### src/rtl/wb_serializer_pkg.sv
// Purpose: shared constants and types for the Wishbone-attached word serializer.
// Latency: n/a (declarations only).
// Backpressure: n/a (declarations only).
//
// Contents: register byte addresses, CTRL/STATUS bit positions, divider
// width and the serializer state encoding.
package wb_serializer_pkg;

  // Word-aligned register byte addresses.
  localparam int ADDR_CTRL   = 'h0;
  localparam int ADDR_DATA   = 'h4;
  localparam int ADDR_DIV    = 'h8;
  localparam int ADDR_STATUS = 'hC;

  // CTRL bit positions.
  localparam int START_BIT = 0;

  // STATUS bit positions.
  localparam int BUSY_BIT = 0;
  localparam int DONE_BIT = 1;

  // Only the low half of DIV is implemented; the upper bits read as zero.
  localparam int DIV_W = 16;

  typedef enum logic {
    IDLE  = 1'b0,
    SHIFT = 1'b1
  } ser_state_t;

endpackage

### src/rtl/serializer_piso.sv
// Purpose: parallel-in serial-out shifter, MSB first, each bit held i_div+1 cycles.
// Latency: first bit on o_data the cycle after i_load; frame lasts DW*(i_div+1) cycles.
// Backpressure: none; i_load is honoured only in IDLE and ignored while busy.
//
// Ports:
//   i_clk, i_rst_n     clock, synchronous active-low reset
//   i_load             start a frame (only honoured in IDLE)
//   i_word, i_div      word to send, extra cycles per bit (sampled on load, i_div also on reload)
//   o_data             serial line, 0 when idle
//   o_busy             frame in progress
//   o_done_pulse       high during the final cycle of a frame (the edge ending it)
module serializer_piso
  import wb_serializer_pkg::*;
#(
  parameter int DW = 32
) (
  input  logic             i_clk,
  input  logic             i_rst_n,
  input  logic             i_load,
  input  logic [DW-1:0]    i_word,
  input  logic [DIV_W-1:0] i_div,
  output logic             o_data,
  output logic             o_busy,
  output logic             o_done_pulse
);

  localparam int CW = $clog2(DW);

  ser_state_t       r_state;
  logic [DW-1:0]    r_shreg;
  logic [CW-1:0]    r_bitcnt;
  logic [DIV_W-1:0] r_divcnt;

  ser_state_t       w_state_nxt;
  logic [DW-1:0]    w_shreg_nxt;
  logic [CW-1:0]    w_bitcnt_nxt;
  logic [DIV_W-1:0] w_divcnt_nxt;
  logic             w_last;

  // Final cycle of the frame: last bit has been held for its full period.
  assign w_last = (r_state == SHIFT) && (r_divcnt == '0) && (r_bitcnt == '0);

  always_ff @(posedge i_clk) begin
    if (!i_rst_n) begin
      r_state  <= IDLE;
      r_shreg  <= '0;
      r_bitcnt <= '0;
      r_divcnt <= '0;
    end else begin
      r_state  <= w_state_nxt;
      r_shreg  <= w_shreg_nxt;
      r_bitcnt <= w_bitcnt_nxt;
      r_divcnt <= w_divcnt_nxt;
    end
  end

  always_comb begin
    w_state_nxt  = r_state;
    w_shreg_nxt  = r_shreg;
    w_bitcnt_nxt = r_bitcnt;
    w_divcnt_nxt = r_divcnt;
    case (r_state)
      IDLE: begin
        if (i_load) begin
          w_shreg_nxt  = i_word;
          w_bitcnt_nxt = CW'(DW - 1);
          w_divcnt_nxt = i_div;
          w_state_nxt  = SHIFT;
        end
      end
      SHIFT: begin
        if (r_divcnt != '0) begin
          w_divcnt_nxt = r_divcnt - DIV_W'(1);
        end else if (r_bitcnt != '0) begin
          w_shreg_nxt  = {r_shreg[DW-2:0], 1'b0};
          w_bitcnt_nxt = r_bitcnt - CW'(1);
          // i_div cannot change mid-frame (writes are refused while busy),
          // so reloading from the live register is equivalent to a snapshot.
          w_divcnt_nxt = i_div;
        end else begin
          w_shreg_nxt = '0;
          w_state_nxt = IDLE;
        end
      end
      default: begin
        w_state_nxt = IDLE;
      end
    endcase
  end

  assign o_busy       = (r_state == SHIFT);
  assign o_data       = (r_state == SHIFT) && r_shreg[DW-1];
  assign o_done_pulse = w_last;

endmodule

### src/rtl/wb_serializer_unit.sv
// Purpose: Wishbone B4 classic slave exposing CTRL/DATA/DIV/STATUS around a serializer.
// Latency: every accepted request terminates (ACK_O or ERR_O) exactly one cycle later.
// Backpressure: one wait state per access; new requests are ignored while a termination is high.
//
// Ports:
//   CLK_I, RST_I       shared clock, synchronous active-low reset
//   CYC_I, STB_I, WE_I Wishbone request qualifiers
//   ADR_I, DAT_I       byte address, write data
//   DAT_O              read data, zero except while ACK_O of a read
//   ACK_O, ERR_O       normal / error termination, one cycle each
//   data_o             serial output
module wb_serializer_unit
  import wb_serializer_pkg::*;
#(
  parameter int DW = 32,
  parameter int AW = 4
) (
  input  logic          CLK_I,
  input  logic          RST_I,
  input  logic          CYC_I,
  input  logic          STB_I,
  input  logic          WE_I,
  input  logic [AW-1:0] ADR_I,
  input  logic [DW-1:0] DAT_I,
  output logic [DW-1:0] DAT_O,
  output logic          ACK_O,
  output logic          ERR_O,
  output logic          data_o
);

  logic [DW-1:0]    r_data;
  logic [DIV_W-1:0] r_div;
  logic             r_done;
  logic             r_ack;
  logic             r_err;
  logic [DW-1:0]    r_dat;

  logic          w_req;
  logic          w_sel_ctrl;
  logic          w_sel_data;
  logic          w_sel_div;
  logic          w_sel_status;
  logic          w_misalign;
  logic          w_unmapped;
  logic          w_err;
  logic          w_wr;
  logic          w_start;
  logic          w_busy;
  logic          w_done_pulse;
  logic [DW-1:0] w_rdata;

  // A new request is only taken once the previous termination has dropped,
  // which gives the fixed one-wait-state, two-cycle access rhythm.
  assign w_req = CYC_I & STB_I & ~r_ack & ~r_err;

  assign w_misalign   = (ADR_I[1:0] != 2'b00);
  assign w_sel_ctrl   = (ADR_I == AW'(ADDR_CTRL));
  assign w_sel_data   = (ADR_I == AW'(ADDR_DATA));
  assign w_sel_div    = (ADR_I == AW'(ADDR_DIV));
  assign w_sel_status = (ADR_I == AW'(ADDR_STATUS));
  assign w_unmapped   = ~(w_sel_ctrl | w_sel_data | w_sel_div | w_sel_status);

  // Refused accesses have no side effect at all: a START or DIV change
  // while busy would corrupt the running frame.
  assign w_err = w_misalign
               | w_unmapped
               | (WE_I & w_sel_status)
               | (WE_I & w_sel_ctrl & DAT_I[START_BIT] & w_busy)
               | (WE_I & w_sel_div & w_busy);

  assign w_wr    = w_req & ~w_err & WE_I;
  assign w_start = w_wr & w_sel_ctrl & DAT_I[START_BIT];

  serializer_piso #(
    .DW (DW)
  ) u_piso (
    .i_clk        (CLK_I),
    .i_rst_n      (RST_I),
    .i_load       (w_start),
    .i_word       (r_data),
    .i_div        (r_div),
    .o_data       (data_o),
    .o_busy       (w_busy),
    .o_done_pulse (w_done_pulse)
  );

  // STATUS reflects the state after the accepting edge, so a frame ending
  // on that same edge already reads as not busy and done.
  always_comb begin
    w_rdata = '0;
    if (w_sel_data) begin
      w_rdata = r_data;
    end else if (w_sel_div) begin
      w_rdata = DW'(r_div);
    end else if (w_sel_status) begin
      w_rdata[BUSY_BIT] = w_busy & ~w_done_pulse;
      w_rdata[DONE_BIT] = r_done | w_done_pulse;
    end
  end

  always_ff @(posedge CLK_I) begin
    if (!RST_I) begin
      r_data <= '0;
      r_div  <= '0;
      r_done <= 1'b0;
      r_ack  <= 1'b0;
      r_err  <= 1'b0;
      r_dat  <= '0;
    end else begin
      r_ack <= w_req & ~w_err;
      r_err <= w_req & w_err;
      r_dat <= (w_req & ~w_err & ~WE_I) ? w_rdata : '0;
      if (w_wr & w_sel_data) begin
        r_data <= DAT_I;
      end
      if (w_wr & w_sel_div) begin
        r_div <= DAT_I[DIV_W-1:0];
      end
      // START is only accepted while idle and the done pulse only occurs
      // while busy, so the two never collide.
      if (w_start) begin
        r_done <= 1'b0;
      end else if (w_done_pulse) begin
        r_done <= 1'b1;
      end
    end
  end

  assign ACK_O = r_ack;
  assign ERR_O = r_err;
  assign DAT_O = r_dat;

endmodule

### config.mk
export PLATFORM = sky130hd
export DESIGN_NAME = wb_serializer_unit
export DESIGN_NICKNAME = d
export VERILOG_FILES = /design/src/rtl/wb_serializer_pkg.sv /design/src/rtl/serializer_piso.sv /design/src/rtl/wb_serializer_unit.sv
export SDC_FILE = /design/constraint.sdc
export NUM_CORES = 1
export LEC_CHECK = 0
export CAP_MARGIN = 0
export CELL_PAD_IN_SITES_DETAIL_PLACEMENT = 1
export CELL_PAD_IN_SITES_GLOBAL_PLACEMENT = 1
export CORE_ASPECT_RATIO = 0.75
export CORE_MARGIN = 1.5
export CORE_UTILIZATION = 47
export CTS_BUF_LIST = sky130_fd_sc_hd__clkbuf_4
export DETAILED_ROUTE_END_ITERATION = 10
export HOLD_SLACK_MARGIN = 0.06
export PLACE_DENSITY_LB_ADDON = 0.08
export SLEW_MARGIN = 20
export SYNTH_ARGS = -nofsm -noshare
export SYNTH_HDL_FRONTEND = slang
export SYNTH_SLANG_ARGS = --single-unit
### constraint.sdc
create_clock -name CLK_I -period 5.2 [get_ports CLK_I]
set_input_delay 0.52 -clock CLK_I [delete_from_list [all_inputs] [get_ports CLK_I]]
set_output_delay 0.52 -clock CLK_I [all_outputs]
set_load 0.02 [all_outputs]
==> impl_metrics.ini, run 1 <==
[status]
status = finished, final reports clean

[worst_setup_path]
worstPathMaxFanout = 16
required_ns = 5.62
worstRegToRegCells = 5
cp.buffers_inverters = 1
crit_slowest_cell = nor3_4
crit_start = STB_I
critPathCaptureType = flop
cp_top_family = simple AND/OR/NAND/NOR gates
path_class = input port to flop
critPathMaxStageDelay_ns = 0.96
r2r-start = ACK_O$_SDFF_PN0_
cp-start-kind = input port
cp_data_arrival_time_ns = 3.19
crit_chain = clkdlybuf4s50_1 > nor4bb_2 > nand2_1 > nor3_4 > mux2i_1 > nor2_1
cp.depth = 6

[placed_design]
io_buffer_count = 75
dpl_cell_area_um2 = 6590
place_congestion = 0.824
dp_hpwl_um = 10500

[logic_synthesis]
async_flop_share = 0
synth_enable_flop_cells = 0
synth_compound_area_frac = 0.236
yosysWarningCount = 0
synthesis.nets = 656
synth.avg_cell_area_um2 = 9.51
syn_inst = 611
seq_area_frac_synth = 0.472
ys_seq_elements = 137
syn_area_um2 = 5810
synth_top_family_by_area = compound AO/OA/AOI/OAI gates
ys_types = 69
synth_xor_area_frac = 0.00301
synth-simple-area-share = 0.193
ys.flop_type = dfxtp_1
synthMuxAreaShare = 0.0388
synthAdderAreaFrac = 0.00861

[global_routing]
grt_first_pass_wirelength_um = 26500
grt_max_degree = 64
antenna_found_initial = 0
grt_pass1_vias = 5156
track_usage = 0.258
grt.overflow.total = 0

[floorplanning]
start_util = 0.491
dieArea_um2 = 13000
ios = 76
rows = 34
fp.dieW_um = 131
coreArea_um2 = 11800
die_h_um = 99.3

[power_and_ir_drop]
power.share.sequential = 0.556
intPower_mw = 1.43
pwr_density_cell_nw_per_um2 = 275
clkPwrFrac = 0.400
p_comb_frac = 0.044
total_power_mw = 1.90
p_leak_nw = 2.20
sw_frac_of_total = 0.245
peakVddDrop_mv = 0.155
switching_power_mw = 0.465

[timing]
worst_pin_slew_ns = 1.12
finalClockSkew_ns = 0.0183
finalSetupViolCount = 0
max_freq_mhz = 361
period_share = 0.533
finalCriticalPeriod_ns = 2.77
rsz0062_at_grt = false
hold_viol_final = 0
final-max-slew-violation-count = 0
timing.hold.ws_ns = 0.477
tns_ns = 0
slew_headroom = 0.252

[cts]
clock_latency_ns = 0.55
postCtsHoldBufs = 0
clock-sinks = 137
cts_tree = done
cts_setup_buffers = 0
cts_buffer_depth = 2
cts-resized-gates = 0
cts_root_buf = clkbuf_4
h-tree-depth = 4
clkSlewWorstSetupHoldPaths_ns = 0.13
numCtsBuffers = 17

[cells_and_area]
antenna_cells = 0
drive_gt1_frac = 0.138
fin_nets = 713
stdcell_area_um2 = 6900
final_cell_mix = dfxtp_1, nand2_1, clkdlybuf4s50_1
postLayoutCoreUtil = 0.584
layout_commonest_cell = dfxtp_1
area_delta_synth_final_pct = 18.8

[route]
wirelength_um = 16100
antenna_left = 0
post_drt_via_cell_ratio = 5.88
drc = 0
wl_per_cell_um = 19.1
first_pass_iters = 5
vias = 4957
drt_iter0_markers = 386

[run]
drv_cap = 0

[min_path]
hold-path-cell-count = 2
hold_start = r_data[20]$_SDFFE_PN0P_
min_path_type = flop to flop
-- power by group through the flow --
stage | Combinational (mW) | Clock, mW | Sequential [mW]
2_1_floorplan | 0.0368 | 0 | 1.08
3_3_place_gp | 0.0803 | 0 | 1.08
3_5_place_dp | 0.0826 | 0 | 1.08
4_1_cts | 0.0833 | 0.769 | 1.06
5_1_grt | 0.0903 | 0.824 | 1.06
6_report | 0.0836 | 0.759 | 1.06
-- layout make-up --
type                    count  area [um2]
clock buffers              18         135
clock inverters            14         174
fillers                  1350        4920
inverters                  10        38.8
multi-input cells         419        2800
flip-flops and latches    137        2740
well taps                 162         203
repair buffers             83         811
-- Yosys cell counts, drive strengths merged, types with 2 or more instances --
cell    count  area share
nand2      75       0.048
nand4       7      0.0097
ha          4      0.0086
and2       19       0.020
buf        21       0.026
o211ai      4      0.0052
o311ai      2      0.0030
and4        4      0.0065
nor2       66       0.044
nor4b       2      0.0041
a31oi      13       0.014
o2111a      2      0.0039
mux2i      18       0.031
a22oi      31       0.040
and3        3      0.0034
or3         5      0.0062
clkbuf     24       0.016
a21oi      41       0.038
nor3b       4      0.0060
nand3      13       0.012
a22o       15       0.023
xnor2       2      0.0030
o221ai      2      0.0030
dfxtp     137        0.47
a211oi     36       0.071
nor3        6       0.011
o21ai      10      0.0093
o31ai       2      0.0050
nand3b      3      0.0039
nor2b       4      0.0043
nor4        5      0.0054
o221a       3      0.0058
inv        10      0.0065
mux2        4      0.0078
-- path summary, 6_finish.rpt --
kind	slack, ns	to
worst min register to register	0.48	r_data[20]$_SDFFE_PN0P_
worst max register to register	2.48	r_div[9]$_SDFFE_PN0P_
worst max-delay path	2.43	r_div[9]$_SDFFE_PN0P_
worst min-delay path	0.48	r_data[20]$_SDFFE_PN0P_
-- sequential cells by signal, summed over array words and instances, names as in the netlist --
name and flops:
u_piso.o_busy 1, u_piso.r_shreg 32, u_piso.r_bitcnt 5, r_div 16, ERR_O 1, ACK_O 1
DAT_O 32, u_piso.r_divcnt 16, r_data 32, r_done 1
-- tightest hold or removal path: stages, from the launching register on --
cell     delay (ns)
dfxtp_1        0.34
nand2_1        0.06
a21oi_1        0.05
-- routing by layer --
metal	GRT usage	routed length, um	vias up
li1	-	-	2334
met4	0.0897	265	0
met5	0	0	-
met2	0.407	7200	144
met1	0.348	7870	2456
met3	0.0622	778	23
-- cells by family (layout without fill, tap and decap cells) --
kind of cell / after synthesis / count (layout)
flops: 137 / 137
buf+inv: 55 / 125
fa+ha+maj: 4 / 4
mux: 22 / 22
xor+xnor: 2 / 2
simple gates: 221 / 221
compound gates: 170 / 170
-- per-stage QoR --
step                std cells  setup WS (ns)
floorplan                 611           3.24
finish                    843           2.43
detailed placement        811           1.52
CTS                       843           2.15
global placement          811           1.73
global route              843           2.25
No activity file was read; power rests on OpenSTA's default activity.
==> run 2: changes to the inputs <==
--- a/config.mk
+++ b/config.mk
@@ -10,7 +10,7 @@
 export CELL_PAD_IN_SITES_GLOBAL_PLACEMENT = 1
 export CORE_ASPECT_RATIO = 0.75
 export CORE_MARGIN = 1.5
-export CORE_UTILIZATION = 47
+export CORE_UTILIZATION = 44
 export CTS_BUF_LIST = sky130_fd_sc_hd__clkbuf_4
 export DETAILED_ROUTE_END_ITERATION = 10
 export HOLD_SLACK_MARGIN = 0.06
==> constraint.sdc (replaced) <==
create_clock -name CLK_I -period 2.6 [get_ports CLK_I]
set_input_delay 0.26 -clock CLK_I [delete_from_list [all_inputs] [get_ports CLK_I]]
set_output_delay 0.26 -clock CLK_I [all_outputs]
set_load 0.02 [all_outputs]
==> run 2 against run 1 <==
Critical path depth stayed put. Sequential share of layout area is 0.78 points lower. Via count is 0.59% lower. Cell count is 2.5% higher. Non-clock buffer count is 12 higher. Sequential power is 99% higher. Sequential cell count stayed put. Total power is 94% higher. Die area is 6.6% higher. Setup slack worse by 2.1 ns. Clock skew is 0.0045 ns higher.
==> impl_metrics.ini, run 2 (same netlist as run 1, synthesis figures left out) <==
[cts]
h-tree-depth = 4
postCtsHoldBufs = 0
cts_buffer_depth = 2
clock_latency_ns = 0.56
clock-sinks = 137
numCtsBuffers = 17
cts_setup_buffers = 0
cts-resized-gates = 0
cts_root_buf = clkbuf_4
clkSlewWorstSetupHoldPaths_ns = 0.13
cts_tree = done

[power_and_ir_drop]
total_power_mw = 3.69
clkPwrFrac = 0.381
intPower_mw = 2.76
p_leak_nw = 2.26
peakVddDrop_mv = 0.258
pwr_density_cell_nw_per_um2 = 524
power.share.sequential = 0.572
p_comb_frac = 0.047
sw_frac_of_total = 0.252
switching_power_mw = 0.930

[worst_setup_path]
cp_data_arrival_time_ns = 2.78
crit_slowest_cell = o31ai_4
cp.buffers_inverters = 1
critPathCaptureType = flop
cp_top_family = compound AO/OA/AOI/OAI gates
crit_chain = nor3_4 > nand2_1 > o31ai_4 > buf_4 > nor2_1 > a211oi_2
critPathMaxStageDelay_ns = 0.74
path_class = flop to flop
cp-start-kind = flop
worstPathMaxFanout = 14
required_ns = 3.07

[route]
post_drt_via_cell_ratio = 5.70
wl_per_cell_um = 18.8
first_pass_iters = 4
drt_iter0_markers = 334
wirelength_um = 16300
antenna_left = 0
drc = 0
vias = 4928

[timing]
finalCriticalPeriod_ns = 2.31
slew_headroom = 0.461
period_share = 0.887
max_freq_mhz = 433
hold_viol_final = 0
worst_pin_slew_ns = 0.808
final-max-slew-violation-count = 0
finalSetupViolCount = 0
tns_ns = 0
rsz0062_at_grt = false
finalClockSkew_ns = 0.0228

[cells_and_area]
drive_gt1_frac = 0.150
final_cell_mix = dfxtp_1, nand2_1, clkdlybuf4s50_1
antenna_cells = 0
layout_commonest_cell = dfxtp_1
fillCellCount = 1462
area_delta_synth_final_pct = 21.2
fin_nets = 725

[floorplanning]
die_h_um = 103
rows = 36
fp.dieW_um = 136
ios = 76
dieArea_um2 = 13900
start_util = 0.449
coreArea_um2 = 12900

[placed_design]
io_buffer_count = 75
dp_hpwl_um = 10900
place_congestion = 0.815

[min_path]
min_path_type = input port to flop

[run]
drv_cap = 0

[global_routing]
track_usage = 0.243
grt.overflow.total = 0
antenna_found_initial = 0
grt_max_degree = 98
grt_pass1_vias = 4974
grt_first_pass_wirelength_um = 26100

[status]
status = finished, final reports clean
## run 2: stage by stage
stage	util	worst slack [ns]	cells	cell area (um2)	hold slack [ns]
after floorplan	-	0.765	611	5810	0.400
after global placement	0.523	0.270	832	6760	0.456
after detailed placement	0.523	0.142	832	6760	0.464
after CTS	0.545	0.290	864	7040	0.214
after global routing	0.545	0.110	864	7040	0.205
final	0.545	0.293	864	7040	0.251
## run 2: per-layer routing
| metal | vias up | part of all wire | global-route usage |
|---|---|---|---|
| li1 | 2360 | - | - |
| met1 | 2431 | 0.49 | 0.338 |
| met2 | 123 | 0.45 | 0.382 |
| met3 | 14 | 0.044 | 0.0442 |
| met4 | 0 | 0.013 | 0.0835 |
| met5 | - | 0 | 0 |
## run 2: worst paths after layout
kind | startpoint | end | slack, ns | cells after the start
worst min-delay path | DAT_I[22] | r_data[22]$_SDFFE_PN0P_ | 0.25 | 3
worst min register to register | r_data[5]$_SDFFE_PN0P_ | r_data[5]$_SDFFE_PN0P_ | 0.48 | 2
worst max-delay path | u_piso.r_divcnt[7]$_SDFFE_PN0P_ | u_piso.r_shreg[17]$_SDFFE_PN0P_ | 0.29 | 6
worst max register to register | u_piso.r_divcnt[7]$_SDFFE_PN0P_ | u_piso.r_shreg[17]$_SDFFE_PN0P_ | 0.29 | 6
## run 2: worst register-to-register path, delay by kind of cell (launching register included)
kind                   cells  cell delay (ns)
AND/OR/NAND/NOR            3             0.60
buffers and inverters      1             0.31
AO/OA/AOI/OAI              2             0.92
flip-flops                 1             0.41
## run 2: layout make-up
class | instances | area, um2 | area share
multi-input combinational | 419 | 2790 | 0.396
tap | 171 | 214 | 0.0304
timing repair buffer | 95 | 976 | 0.139
inverter | 10 | 38.8 | 0.00551
clock buffer | 17 | 128 | 0.0181
clock inverter | 15 | 153 | 0.0217
sequential | 137 | 2740 | 0.389
## run 2: power by group through the flow
| stage | sequential (mW) | clock (mW) | combinational, mW |
|---|---|---|---|
| 5_1_grt | 2.11 | 1.54 | 0.186 |
| 4_1_cts | 2.11 | 1.45 | 0.173 |
| 3_3_place_gp | 2.16 | 0 | 0.168 |
| 6_report | 2.11 | 1.40 | 0.173 |
| 2_1_floorplan | 2.16 | 0 | 0.0736 |
| 3_5_place_dp | 2.16 | 0 | 0.171 |
==> run 3: changes to the inputs <==
--- a/config.mk
+++ b/config.mk
@@ -8,10 +8,11 @@
 export CAP_MARGIN = 0
 export CELL_PAD_IN_SITES_DETAIL_PLACEMENT = 1
 export CELL_PAD_IN_SITES_GLOBAL_PLACEMENT = 1
-export CORE_ASPECT_RATIO = 0.75
+export CORE_ASPECT_RATIO = 0.9
 export CORE_MARGIN = 1.5
 export CORE_UTILIZATION = 44
 export CTS_BUF_LIST = sky130_fd_sc_hd__clkbuf_4
+export CTS_CLUSTER_DIAMETER = 100
 export DETAILED_ROUTE_END_ITERATION = 10
 export HOLD_SLACK_MARGIN = 0.06
 export PLACE_DENSITY_LB_ADDON = 0.08
==> run 3 against run 2 <==
Non-clock buffer count grew 1. Critical path type unchanged. First-iteration DRC count is 21% lower. Sequential share of layout area about the same. Maximum frequency grew 0.86%. Highest routed layer unchanged. Utilization up 0.58 points. Sequential cell count stayed put. Total power fell by 0.33%. Wire length shrank 1.2%. Critical path depth did not move. Cell count decreased by 0.69%. Global-route usage increased by 0.16 points. Largest cell class unchanged. Count of clock-buffer cells in the layout increased by 2.
==> impl_metrics.ini, run 3 (same netlist as run 1, synthesis figures left out) <==
[worst_setup_path]
cp-start-kind = flop
path_class = flop to flop
r2r_end = u_piso.r_shreg[20]$_SDFFE_PN0P_
worstPathMaxFanout = 10
critPathCaptureType = flop
worstRegToRegCells = 6
r2r_setup_slack_ns = 0.31
required_ns = 3.05
cp_data_arrival_time_ns = 2.74
r2r-start = u_piso.r_divcnt[4]$_SDFFE_PN0P_

[timing]
period_share = 0.880
finalCriticalPeriod_ns = 2.29
max_freq_mhz = 437
tns_ns = 0
slew_headroom = 0.541
finalSetupViolCount = 0
worst_pin_slew_ns = 0.689
rsz0062_at_grt = false
final-max-slew-violation-count = 0
finalClockSkew_ns = 0.0156
hold_viol_final = 0

[power_and_ir_drop]
p_comb_frac = 0.047
p_leak_nw = 2.28
intPower_mw = 2.85
power.share.sequential = 0.574
total_power_mw = 3.68
clkPwrFrac = 0.379
peakVddDrop_mv = 0.278
pwr_density_cell_nw_per_um2 = 523
switching_power_mw = 0.825
sw_frac_of_total = 0.224

[placed_design]
place_congestion = 0.836
place_inst = 826
dp_hpwl_um = 10900
io_buffer_count = 75

[min_path]
min_path_type = input port to flop
hold-path-cell-count = 3
hold_start = DAT_I[19]
hold_path_end = r_data[19]$_SDFFE_PN0P_

[cells_and_area]
instances_no_fill = 858
drive_gt1_frac = 0.144
fin_nets = 726
final_cell_mix = dfxtp_1, nand2_1, clkdlybuf4s50_1
layout_commonest_cell = dfxtp_1
area_delta_synth_final_pct = 21.1

[global_routing]
grt_pass1_vias = 5139
grt_max_degree = 98
track_usage = 0.244
grt.overflow.total = 0
grt_first_pass_wirelength_um = 26200
antenna_found_initial = 1

[route]
wirelength_um = 16100
antenna_left = 0
wl_per_cell_um = 18.7
post_drt_via_cell_ratio = 5.77
first_pass_iters = 4
vias = 4947
drc = 0
drt_iter0_markers = 264

[cts]
cts_root_buf = clkbuf_4
postCtsHoldBufs = 0
clock_latency_ns = 0.54
cts_buffer_depth = 2
cts_tree = done
cts-resized-gates = 0
cts_setup_buffers = 0
clock-sinks = 137
h-tree-depth = 4
clkSlewWorstSetupHoldPaths_ns = 0.11
numCtsBuffers = 17

[floorplanning]
ios = 76
rows = 39
start_util = 0.454
die_h_um = 112
coreArea_um2 = 12800
fp.dieW_um = 124
dieArea_um2 = 13900

[run]
drv_cap = 0

[status]
status = finished, final reports clean
-- run 3: changes by cell type in the layout (fill, tap and decap cells not counted) --
cell	before	now
buf_4	14	15
bufinv_16	2	3
clkbuf_4	17	19
clkinv_1	1	5
clkinv_4	3	1
clkinvlp_4	4	0
diode_2	0	1
inv_6	2	0
-- run 3: cell type report --
class	instances	area (um2)
Antenna cell	1	2.50
Clock buffer	19	143
Sequential cell	137	2740
Fill cell	1466	5750
Tap cell	164	205
Timing Repair Buffer	96	983
Multi-Input combinational cell	419	2790
Inverter	10	38.8
Clock inverter	12	133
-- run 3: metrics by stage --
step                instance area [um2]  hold WS [ns]  setup WS (ns)  utilization
floorplan                          5810         0.400          0.765            -
global placement                   6760         0.457          0.250        0.529
detailed placement                 6760         0.476          0.134        0.529
CTS                                7040         0.236          0.308        0.550
global route                       7040         0.246          0.154        0.550
finish                             7040         0.277          0.313        0.550
-- run 3: metal layers --
metal	track usage	routed length, um	share of wire	vias up
li1	-	-	-	2368
met1	0.330	7640	0.48	2457
met2	0.388	7540	0.47	101
met3	0.0549	623	0.039	21
met4	0.0795	258	0.016	0
met5	0	0	0	-
-- run 3: worst max path at each step --
stage	start	to	slack (ns)	cells after the start
2_1_floorplan	ACK_O$_SDFF_PN0_	r_div[10]$_SDFFE_PN0P_	0.77	7
3_3_place_gp	WE_I	u_piso.r_shreg[20]$_SDFFE_PN0P_	0.25	7
3_5_place_dp	WE_I	u_piso.r_shreg[20]$_SDFFE_PN0P_	0.13	7
4_1_cts	u_piso.r_divcnt[1]$_SDFFE_PN0P_	u_piso.r_shreg[20]$_SDFFE_PN0P_	0.31	7
5_1_grt	u_piso.r_divcnt[1]$_SDFFE_PN0P_	u_piso.r_shreg[20]$_SDFFE_PN0P_	0.15	7
6_report	u_piso.r_divcnt[4]$_SDFFE_PN0P_	u_piso.r_shreg[20]$_SDFFE_PN0P_	0.31	6
-- run 3: power groups by stage --
stage	clock network (mW)	registers, mW	logic [mW]
detailed placement	0	2.16	0.171
CTS	1.44	2.11	0.172
global route	1.52	2.11	0.185
global placement	0	2.16	0.167
floorplan	0	2.16	0.0736
finish	1.40	2.11	0.171
-- run 3: critical path, stage by stage (launching register included) --
cell,delay (ns)
dfxtp_1,0.39
nor3_4,0.40
nand3_1,0.22
o31ai_4,0.62
buf_4,0.30
nor2_1,0.07
a211oi_2,0.20
